==> src/rtl/mycpu_pkg.sv <==
// mycpu_pkg: shared types and constants for the 16-bit core front end.
//   ifs_t           fetch unit state (IDLE, RUN, HALT)
//   IFETCH_RESET_PC default program counter after reset
//   fetch_entry_t   one prefetch queue entry {pc, ins}
package mycpu_pkg;

  typedef enum logic [1:0] {
    IDLE = 2'd0,
    RUN  = 2'd1,
    HALT = 2'd2
  } ifs_t;

  localparam logic [15:0] IFETCH_RESET_PC = 16'h0000;

  typedef struct packed {
    logic [15:0] pc;
    logic [15:0] ins;
  } fetch_entry_t;

endpackage

==> src/rtl/ifetch_fifo.sv <==
// ifetch_fifo: prefetch queue of fetch_entry_t, FIFO_DEPTH entries (power of two).
// Ports:
//   clk, rst       clock, asynchronous active-high reset
//   push_i/push_data_i  write an entry (ignored when full or clearing)
//   pop_i          drop the head entry (ignored when empty or clearing)
//   clear_i        empty the queue; takes priority over push and pop
//   head_o         oldest entry
//   count_o        number of valid entries
//   empty_o/full_o status flags
module ifetch_fifo
  import mycpu_pkg::*;
#(
  parameter int          FIFO_DEPTH = 2,
  parameter logic [15:0] RESET_PC   = IFETCH_RESET_PC,
  localparam int         AW         = $clog2(FIFO_DEPTH),
  localparam int         CW         = AW + 1
) (
  input  logic          clk,
  input  logic          rst,
  input  logic          push_i,
  input  fetch_entry_t  push_data_i,
  input  logic          pop_i,
  input  logic          clear_i,
  output fetch_entry_t  head_o,
  output logic [CW-1:0] count_o,
  output logic          empty_o,
  output logic          full_o
);

  localparam logic [CW-1:0] DEPTH_C = CW'(FIFO_DEPTH);

  fetch_entry_t  mem_q [FIFO_DEPTH];
  logic [AW-1:0] wr_ptr_q;
  logic [AW-1:0] rd_ptr_q;
  logic [CW-1:0] count_q;
  logic          do_push;
  logic          do_pop;

  assign empty_o = (count_q == '0);
  assign full_o  = (count_q == DEPTH_C);
  assign do_push = push_i && !clear_i && !full_o;
  assign do_pop  = pop_i && !clear_i && !empty_o;
  assign head_o  = mem_q[rd_ptr_q];
  assign count_o = count_q;

  // Clear moves the write pointer onto the read pointer instead of zeroing
  // both, so the head (and the IR-facing word) does not change on a flush.
  always_ff @(posedge clk or posedge rst) begin
    if (rst) begin
      for (int i = 0; i < FIFO_DEPTH; i++) begin
        mem_q[i] <= '{pc: RESET_PC, ins: 16'h0000};
      end
      wr_ptr_q <= '0;
      rd_ptr_q <= '0;
      count_q  <= '0;
    end else if (clear_i) begin
      wr_ptr_q <= rd_ptr_q;
      count_q  <= '0;
    end else begin
      if (do_push) begin
        mem_q[wr_ptr_q] <= push_data_i;
        wr_ptr_q        <= wr_ptr_q + AW'(1);
      end
      if (do_pop) begin
        rd_ptr_q <= rd_ptr_q + AW'(1);
      end
      case ({do_push, do_pop})
        2'b10:   count_q <= count_q + CW'(1);
        2'b01:   count_q <= count_q - CW'(1);
        default: count_q <= count_q;
      endcase
    end
  end

endmodule

==> src/rtl/ifetch.sv <==
// ifetch: instruction fetch unit. Owns the fetch PC, issues word reads to
// instruction memory under a credit limit, buffers returned words in a
// prefetch queue and hands them to the IR as a load strobe plus word.
// Redirects flush the queue and mark all in-flight responses as stale.
//
// Valid/ready: a memory request transfers when imem_req && imem_gnt in the
// same cycle; imem_rvalid is a one-cycle, in-order response with no back
// pressure; a queue word transfers to the IR when il_out is high (il_out
// already includes ir_ready), and it is popped in that same cycle.
//
// Ports:
//   clk, rst                clock, asynchronous active-high reset
//   halt_in                 stop issuing requests (queue keeps draining)
//   redirect_en/_addr       one-cycle control-flow redirect
//   imem_req/addr/gnt       request channel
//   imem_rvalid/rdata       response channel
//   ir_ready                IR can take a word
//   il_out/ins_out/pc_out   word to the IR and its address
//   perf_fetch_cnt/perf_drop_cnt  only when IFETCH_PERF_EN is defined
//   dbg_state               current ifs_t state
// Optional feature macro: IFETCH_PERF_EN.
module ifetch
  import mycpu_pkg::*;
#(
  parameter logic [15:0] RESET_PC   = IFETCH_RESET_PC,
  parameter int          FIFO_DEPTH = 2
) (
  input  logic        clk,
  input  logic        rst,
  input  logic        halt_in,
  input  logic        redirect_en,
  input  logic [15:0] redirect_addr,
  output logic        imem_req,
  output logic [15:0] imem_addr,
  input  logic        imem_gnt,
  input  logic        imem_rvalid,
  input  logic [15:0] imem_rdata,
  input  logic        ir_ready,
  output logic        il_out,
  output logic [15:0] ins_out,
  output logic [15:0] pc_out,
`ifdef IFETCH_PERF_EN
  output logic [15:0] perf_fetch_cnt,
  output logic [15:0] perf_drop_cnt,
`endif
  output logic [1:0]  dbg_state
);

  localparam int            CW      = $clog2(FIFO_DEPTH) + 1;
  localparam logic [CW:0]   DEPTH_W = (CW + 1)'(FIFO_DEPTH);

  ifs_t          state_q;
  logic [15:0]   fetch_pc_q;
  logic [15:0]   resp_pc_q;
  logic [CW-1:0] outst_q;
  logic [CW-1:0] outst_d;
  logic [CW-1:0] drop_q;
  logic [CW-1:0] drop_d;

  fetch_entry_t  fifo_head;
  logic [CW-1:0] fifo_count;
  logic          fifo_empty;
  logic          fifo_full;
  logic          fifo_push;

  logic          rv_ok;
  logic          grant;
  logic          discard;
  logic [CW:0]   inflight;

  // A response with nothing outstanding is a protocol error and is ignored.
  assign rv_ok    = imem_rvalid && (outst_q != '0);
  assign inflight = {1'b0, outst_q} + {1'b0, fifo_count};

  assign imem_req  = (state_q == RUN) && !redirect_en && (inflight < DEPTH_W);
  assign imem_addr = fetch_pc_q;
  assign grant     = imem_req && imem_gnt;

  assign fifo_push = rv_ok && !redirect_en && (drop_q == '0) && !fifo_full;
  assign discard   = rv_ok && (redirect_en || (drop_q != '0));

  assign il_out    = !fifo_empty && ir_ready && !redirect_en;
  assign ins_out   = fifo_head.ins;
  assign pc_out    = fifo_head.pc;
  assign dbg_state = state_q;

  ifetch_fifo #(
    .FIFO_DEPTH (FIFO_DEPTH),
    .RESET_PC   (RESET_PC)
  ) u_fifo (
    .clk         (clk),
    .rst         (rst),
    .push_i      (fifo_push),
    .push_data_i ('{pc: resp_pc_q, ins: imem_rdata}),
    .pop_i       (il_out),
    .clear_i     (redirect_en),
    .head_o      (fifo_head),
    .count_o     (fifo_count),
    .empty_o     (fifo_empty),
    .full_o      (fifo_full)
  );

  always_ff @(posedge clk or posedge rst) begin
    if (rst) begin
      state_q <= IDLE;
    end else begin
      case (state_q)
        IDLE:    state_q <= halt_in ? HALT : RUN;
        RUN:     state_q <= halt_in ? HALT : RUN;
        HALT:    state_q <= halt_in ? HALT : RUN;
        default: state_q <= IDLE;
      endcase
    end
  end

  // Stale responses stay in the outstanding count until they return, so the
  // credit limit still covers them; drop_cnt just says how many to discard.
  always_comb begin
    outst_d = outst_q;
    drop_d  = drop_q;
    case ({grant, rv_ok})
      2'b10:   outst_d = outst_q + CW'(1);
      2'b01:   outst_d = outst_q - CW'(1);
      default: outst_d = outst_q;
    endcase
    if (redirect_en) begin
      drop_d = outst_q - {{(CW-1){1'b0}}, rv_ok};
    end else if (rv_ok && (drop_q != '0)) begin
      drop_d = drop_q - CW'(1);
    end
  end

  always_ff @(posedge clk or posedge rst) begin
    if (rst) begin
      fetch_pc_q <= RESET_PC;
      resp_pc_q  <= RESET_PC;
      outst_q    <= '0;
      drop_q     <= '0;
    end else begin
      if (redirect_en) begin
        fetch_pc_q <= redirect_addr;
        resp_pc_q  <= redirect_addr;
      end else begin
        if (grant)     fetch_pc_q <= fetch_pc_q + 16'd1;
        if (fifo_push) resp_pc_q  <= resp_pc_q + 16'd1;
      end
      outst_q <= outst_d;
      drop_q  <= drop_d;
    end
  end

`ifdef IFETCH_PERF_EN
  logic [15:0] perf_fetch_q;
  logic [15:0] perf_drop_q;

  always_ff @(posedge clk or posedge rst) begin
    if (rst) begin
      perf_fetch_q <= 16'h0000;
      perf_drop_q  <= 16'h0000;
    end else begin
      if (il_out && (perf_fetch_q != 16'hFFFF)) perf_fetch_q <= perf_fetch_q + 16'd1;
      if (discard && (perf_drop_q != 16'hFFFF)) perf_drop_q  <= perf_drop_q + 16'd1;
    end
  end

  assign perf_fetch_cnt = perf_fetch_q;
  assign perf_drop_cnt  = perf_drop_q;
`else
  logic unused_discard;
  assign unused_discard = discard;
`endif

endmodule

==> config.mk <==
export PLATFORM = sky130hd
export DESIGN_NAME = ifetch
export DESIGN_NICKNAME = d
export VERILOG_FILES = /design/src/rtl/mycpu_pkg.sv /design/src/rtl/ifetch_fifo.sv /design/src/rtl/ifetch.sv
export SDC_FILE = /design/constraint.sdc
export NUM_CORES = 1
export LEC_CHECK = 0
export ABC_AREA = 1
export BUFFER_PORTS_ARGS = -buffer_cell sky130_fd_sc_hd__buf_2
export CORE_MARGIN = 10
export CORE_UTILIZATION = 35
export DETAILED_ROUTE_END_ITERATION = 12
export RECOVER_POWER = 100
export REMOVE_ABC_BUFFERS = 1
export SYNTH_ARGS = -nofsm -noshare
export SYNTH_HDL_FRONTEND = slang
export SYNTH_SLANG_ARGS = --single-unit
==> constraint.sdc <==
create_clock -name clk -period 9.45 [get_ports clk]
set_clock_uncertainty 0.05 [all_clocks]
set_input_delay 1.89 -clock clk [delete_from_list [all_inputs] [get_ports clk]]
set_output_delay 1.89 -clock clk [all_outputs]
set_load 0.05 [all_outputs]
# Word level (Yosys, flattened, before mapping)
# Index checks and enable logic that the tools add are counted.
[op_classes]
eq_ne = 7
n_mux = 19
bitwise = 3
reduce_logical = 32
add_sub_neg = 11
n_lt_le_gt_ge = 4
[ops]
columns = ["cell", "n"]
rows = [
  ["two-way mux 32 bit", 4],
  ["bitwise mux 64 bit", 1],
  ["two-way mux 16 bit", 4],
  ["adder 16 x 1 -> 16 bit, second input constant", 2],
  ["demux 32 bit (select 1 bit)", 1],
  ["logical AND 1 bit", 15],
  ["nonzero test 2 bit", 7],
  ["two-way mux 2 bit", 5],
  ["== test 2 bit, second input constant", 4],
  ["case mux 2 bit (2 select lines)", 2],
  ["== test 2 x 1 -> 1 bit, second input constant", 3],
  ["zero test 2 bit", 3],
  ["subtractor 2 x 1 -> 2 bit, second input constant", 3],
  ["adder 2 x 1 -> 2 bit, second input constant", 2],
  [">= comparator 2 bit, second input constant", 2],
  ["inverter 1 -> 2 bit", 2],
  ["AND reduction 2 bit", 2],
  ["adder 2 x 2 -> 3 bit", 1],
  ["zero test 1 bit", 3],
  ["< comparator 3 x 2 -> 1 bit, second input constant", 1],
  ["nonzero test 3 bit", 1],
  ["OR reduction 3 bit", 1],
  ["adder 1 bit, second input constant", 2],
  ["< comparator 2 x 1 -> 1 bit, second input constant", 1],
  ["other kinds (3)", 4],
]
[totals]
output_inout_bits = 52
register_bits = 106
inputBits = 39

# Depth between registers and ports, before layout
[depth]
word_depth = 10
ltp_mapped = 11
ltp_nobuf = 11

# Modules after synthesis
# Synthesis repeated with hierarchy kept, for this count alone.
[hier_totals]
cells_unflattened = 717
area_unflattened_um2 = 5539.1
[by_module_without_submodules]
columns = ["mod", "area_per_inst_um2", "cells_per_inst", "n_inst", "seq_area_each_um2"]
rows = [
  ["ifetch_fifo", 3072.9, 386, 1, 1701.6],
  ["ifetch", 2466.1, 331, 1, 950.9],
]

# Worst setup path before layout
# Ideal clock, no wire load.
[synth_timing]
path_kind = "in2out"
startpoint = "input port redirect_en"
endpoint = "output port imem_req"
cell_stages = 3
path_buffers = 0
t_arrival_ns = 2.428
slack_ns = 5.082
cell_sequence = "nor2_1 > nand3_1 > inv_1"
[synth_between]
elab_chain_cells = 3
[synth_lines]
columns = ["item", "line_no", "rtl"]
rows = [
  ["from (decl)", "ifetch.sv:31", "input logic redirect_en,"],
  ["zero test 1 bit", "ifetch.sv:75", "assign imem_req = (state_q == RUN) && !redirect_en && (inflight < DEPTH_W);"],
  ["logical AND 1 bit (2 in series)", "ifetch.sv:75", ""],
  ["to (decl)", "ifetch.sv:33", "output logic imem_req,"],
]
# No other way between the ends.

# Worst setup path in the final report
[layout_timing]
startpoint = "input port redirect_en"
endpoint = "register u_fifo.mem_q[32] (netlist name)"
[layout_between]
elab_chain_cells = 7
word_cells_on_any_way = 8
classes_between = "1 x bitwise; 7 x reduce/logical"
[layout_lines]
columns = ["item", "line_no", "rtl"]
rows = [
  ["zero test 1 bit", "ifetch_fifo.sv:41, ifetch.sv:79", ""],
  ["logical AND 1 bit (3 in series)", "ifetch.sv:79", "assign fifo_push = rv_ok && !redirect_en && (drop_q == '0) && !fifo_full;"],
  ["logical AND 1 bit (2 in series)", "ifetch_fifo.sv:41", "assign do_push = push_i && !clear_i && !full_o;"],
  ["AND reduction 2 bit (no line) *", "n/a", ""],
  ["to (signal, indexed assignment)", "ifetch_fifo.sv:51", "mem_q[i] <= '{pc: RESET_PC, ins: 16'h0000};"],
  ["to (signal, indexed assignment)", "ifetch_fifo.sv:61", "mem_q[wr_ptr_q] <= push_data_i;"],
  ["to (decl)", "ifetch_fifo.sv:32", "fetch_entry_t mem_q [FIFO_DEPTH];"],
]
# Mark *: on every way between the ends. The rest lies on a longest branch, timed or not.
# A chain may end at the register's enable or synchronous reset.

==> flow_summary.ini <==
[routing]
wire_per_inst_um = 14.29
vias = 4343
drt_iter0_markers = 209
drt_pre_antenna_iters = 4
via_per_inst = 4.721
totalWireLength_um = 13140
ant_nets = 0
drc = 0

[grt]
antenna_found_initial = 0
grtUsageMet1_pct = 17.69
grt_pass1_wl_um = 22050
overflow = 0
grt_util_met2_pct = 20.13
grt_usage_pct = 13.30
grtUsageMet3_pct = 3.805
busiest_layer = met2
grt_max_degree = 72
first_global_vias = 4416

[clock_network]
cts_tree = built
cts_sinks = 106
path_clk_slew_ns = 0.06
clk_latency_ns = 0.35
holdBufCountCts = 0
clock_path_buffers = 2
numCtsBuffers = 9
cts_resized = 0
cts_setup_buffers = 0
h-tree-depth = 3
cts-root-buf = clkbuf_16

[sta]
worstMarginPinSlew_ns = 2.475
max_freq_ghz = 0.1726
relSlewSlack_pct = -65.00
fin_crit_sh_pct = 61.31
layout_setup_ws_ns = 3.656
hold_viol = 0
final.setup.tns_ns = 0
slew_violations = 200
period_needed_ns = 5.794
grt_setup_unrepaired = false
setup_viol = 0

[hold_path]
min_from = u_fifo.mem_q[1]$_DFFE_PP0P_
worstHoldEndpoint = u_fifo.mem_q[1]$_DFFE_PP0P_
hold_path_class = flip-flop to flip-flop
holdPathStages = 2

[layout]
stdcell_count = 920
drive_above_1_share_pct = 11.89
area_growth_syn_to_layout_pct = 13.17
final_core_util_pct = 40.40
n_antenna_cell = 0
final_net_count = 774
multi_input_area_sq_um = 2245
nFillCells = 1631
seqCellArea_sq_um = 2653

[critical_path]
worst_setup_path_end_kind = flip-flop
rrSetupSlack_ns = 5.94
cp-start-kind = primary input
worstRegToRegCells = 6
worstPathRequired_ns = 9.51
critPathMaxFanout = 64
timing.rr.end = u_fifo.mem_q[32]$_DFFE_PP0P_
timing.rr.start = outst_q[1]$_DFFE_PP0P_
worstSetupPathType = primary input to flip-flop
crit_arrival_ns = 5.85

[logic_synthesis]
synth_area_leaders = dfrtp_1 49%, nand2_1 13%, mux2_2 6.6%
synth.avg_cell_area_sq_um = 8.387
synth.distinct_cells = 31
synth_area_leader_cell = dfrtp_1
ys_async_sr_fraction_pct = 100.0
yosys.area_share.adder_pct = 1.522
synth_compound_area_share_pct = 11.87
synth_edf_count = 0
yosys.area_share.xor_xnor_pct = 1.291
syn_inst = 647
yosysSeqAreaShare_pct = 48.88
ys.flop_type = dfrtp_1
syn_area_sq_um = 5426
synth_commonest_cells = 190 x nand2_1, 106 x dfrtp_1, 76 x inv_1
synth-simple-area-share_pct = 21.86
synthMuxAreaShare_pct = 6.641
synth_top_area_share_pct = 48.88
synth_most_common_cell = nand2_1
synth_top_family_by_area = simple AND/OR/NAND/NOR gates
ys_ff_latch = 106
ys.warnings.count = 0

[power]
power.switching_mw = 0.8969
vdd_drop_max_uv = 123.7
leakagePower_nw = 3.071
clock_power_share_pct = 19.9
p_comb_share_pct = 44.1
switching_share_pct = 45.02
p_int_mw = 1.095
pwr-share-seq_pct = 36.0
power_density_nw_per_um2 = 324.4

[job]
drv_cap = 4

[floorplanning]
ios = 91
rows = 45
die_x_um = 144.5
start_util_pct = 35.70
fp.coreArea_sq_um = 15200
die_h_um = 144.5
die_area_sq_um = 20880

[place]
placed_cells = 906
gp_congestion = 0.8222
port_buffers = 90
dp_hpwl_um = 9238
dpl_worst_slack_ns = 4.717

[run_status]
status = finished, violations left
violations = capacitance limit, slew limit
cells by family after synthesis:
| family | Yosys count |
|---|---|
| AND/OR/NAND/NOR | 289 |
| flip-flops | 106 |
| AO/OA/AOI/OAI | 105 |
| buffers and inverters | 101 |
| multiplexers | 32 |
| XOR/XNOR | 8 |
| adder cells (fa/ha/maj) | 6 |
cell type report:
class / count / share of cell area (%)
inverter: 79 / 4.849
sequential: 106 / 43.19
multi-input combinational: 440 / 36.55
timing repair buffer: 93 / 6.561
clock buffer: 11 / 3.953
tap: 188 / 3.830
clock inverter: 3 / 1.059
layout by cell type (no fill, tap or decap), drive strengths merged:
cell type  synthesis  final
xor2               3      3
or2                1      1
fa                 1      1
buf               12     41
clkinvlp           0      1
bufinv             0      2
nor3               3      3
mux2              32     32
nand4              8      8
clkinv             1      2
a21boi             1      1
clkbuf            10     63
ha                 5      5
o21a               2      2
inv               78     77
o21ai             86     86
nor2              41     41
xnor2              5      5
dfrtp            106    106
nand3             44     44
o21bai             1      1
o211ai             9      9
nand2            192    192
a21oi              6      6
power by group through the flow:
stage | sequential [mW] | combinational, mW | clock (mW)
6_report | 0.717 | 0.879 | 0.396
5_1_grt | 0.740 | 0.975 | 0.426
4_1_cts | 0.716 | 0.950 | 0.410
3_5_place_dp | 0.723 | 0.946 | 0
3_3_place_gp | 0.719 | 0.941 | 0
2_1_floorplan | 0.748 | 0.706 | 0
registers in the layout, summed over array words and instances, names as in the netlist:
signal / count
u_fifo.mem_q: 64
u_fifo.wr_ptr_q: 1
outst_q: 2
u_fifo.rd_ptr_q: 1
drop_q: 2
resp_pc_q: 16
imem_addr: 16
u_fifo.count_o: 2
dbg_state: 2
per-stage QoR:
step	hold slack, ns	total power, mW	cell area (sq um)
3_3_place_gp	0.4101	1.660	6003
6_report	0.4301	1.992	6141
3_5_place_dp	0.4178	1.669	6003
2_1_floorplan	0.3976	1.454	5293
4_1_cts	0.4343	2.076	6311
5_1_grt	0.4544	2.141	6141
worst max path at each step:
stage / endpoint / from / depth (start not counted)
after floorplan: dbg_state[0]$_DFF_PP0_ / rst / 1
after global placement: il_out / redirect_en / 5
after detailed placement: il_out / redirect_en / 5
final: u_fifo.mem_q[32]$_DFFE_PP0P_ / redirect_en / 8
after global routing: u_fifo.mem_q[32]$_DFFE_PP0P_ / redirect_en / 8
after CTS: il_out / redirect_en / 5
layer usage:
metal | wire (um) | part of all wire (%)
met5 | 0 | 0
met4 | 184 | 1.4
met3 | 871 | 6.6
met2 | 5665 | 43
met1 | 6422 | 49
worst max-delay path, stage by stage:
cell and delay [ns]:
clkbuf_1 0.76, inv_1 0.44, nand2_1 0.19, nor2_1 0.08
nand2_1 0.23, or2_2 0.18, clkbuf_1 1.75, o21ai_0 0.31
Note: power is estimated with default switching activity, not from simulation.
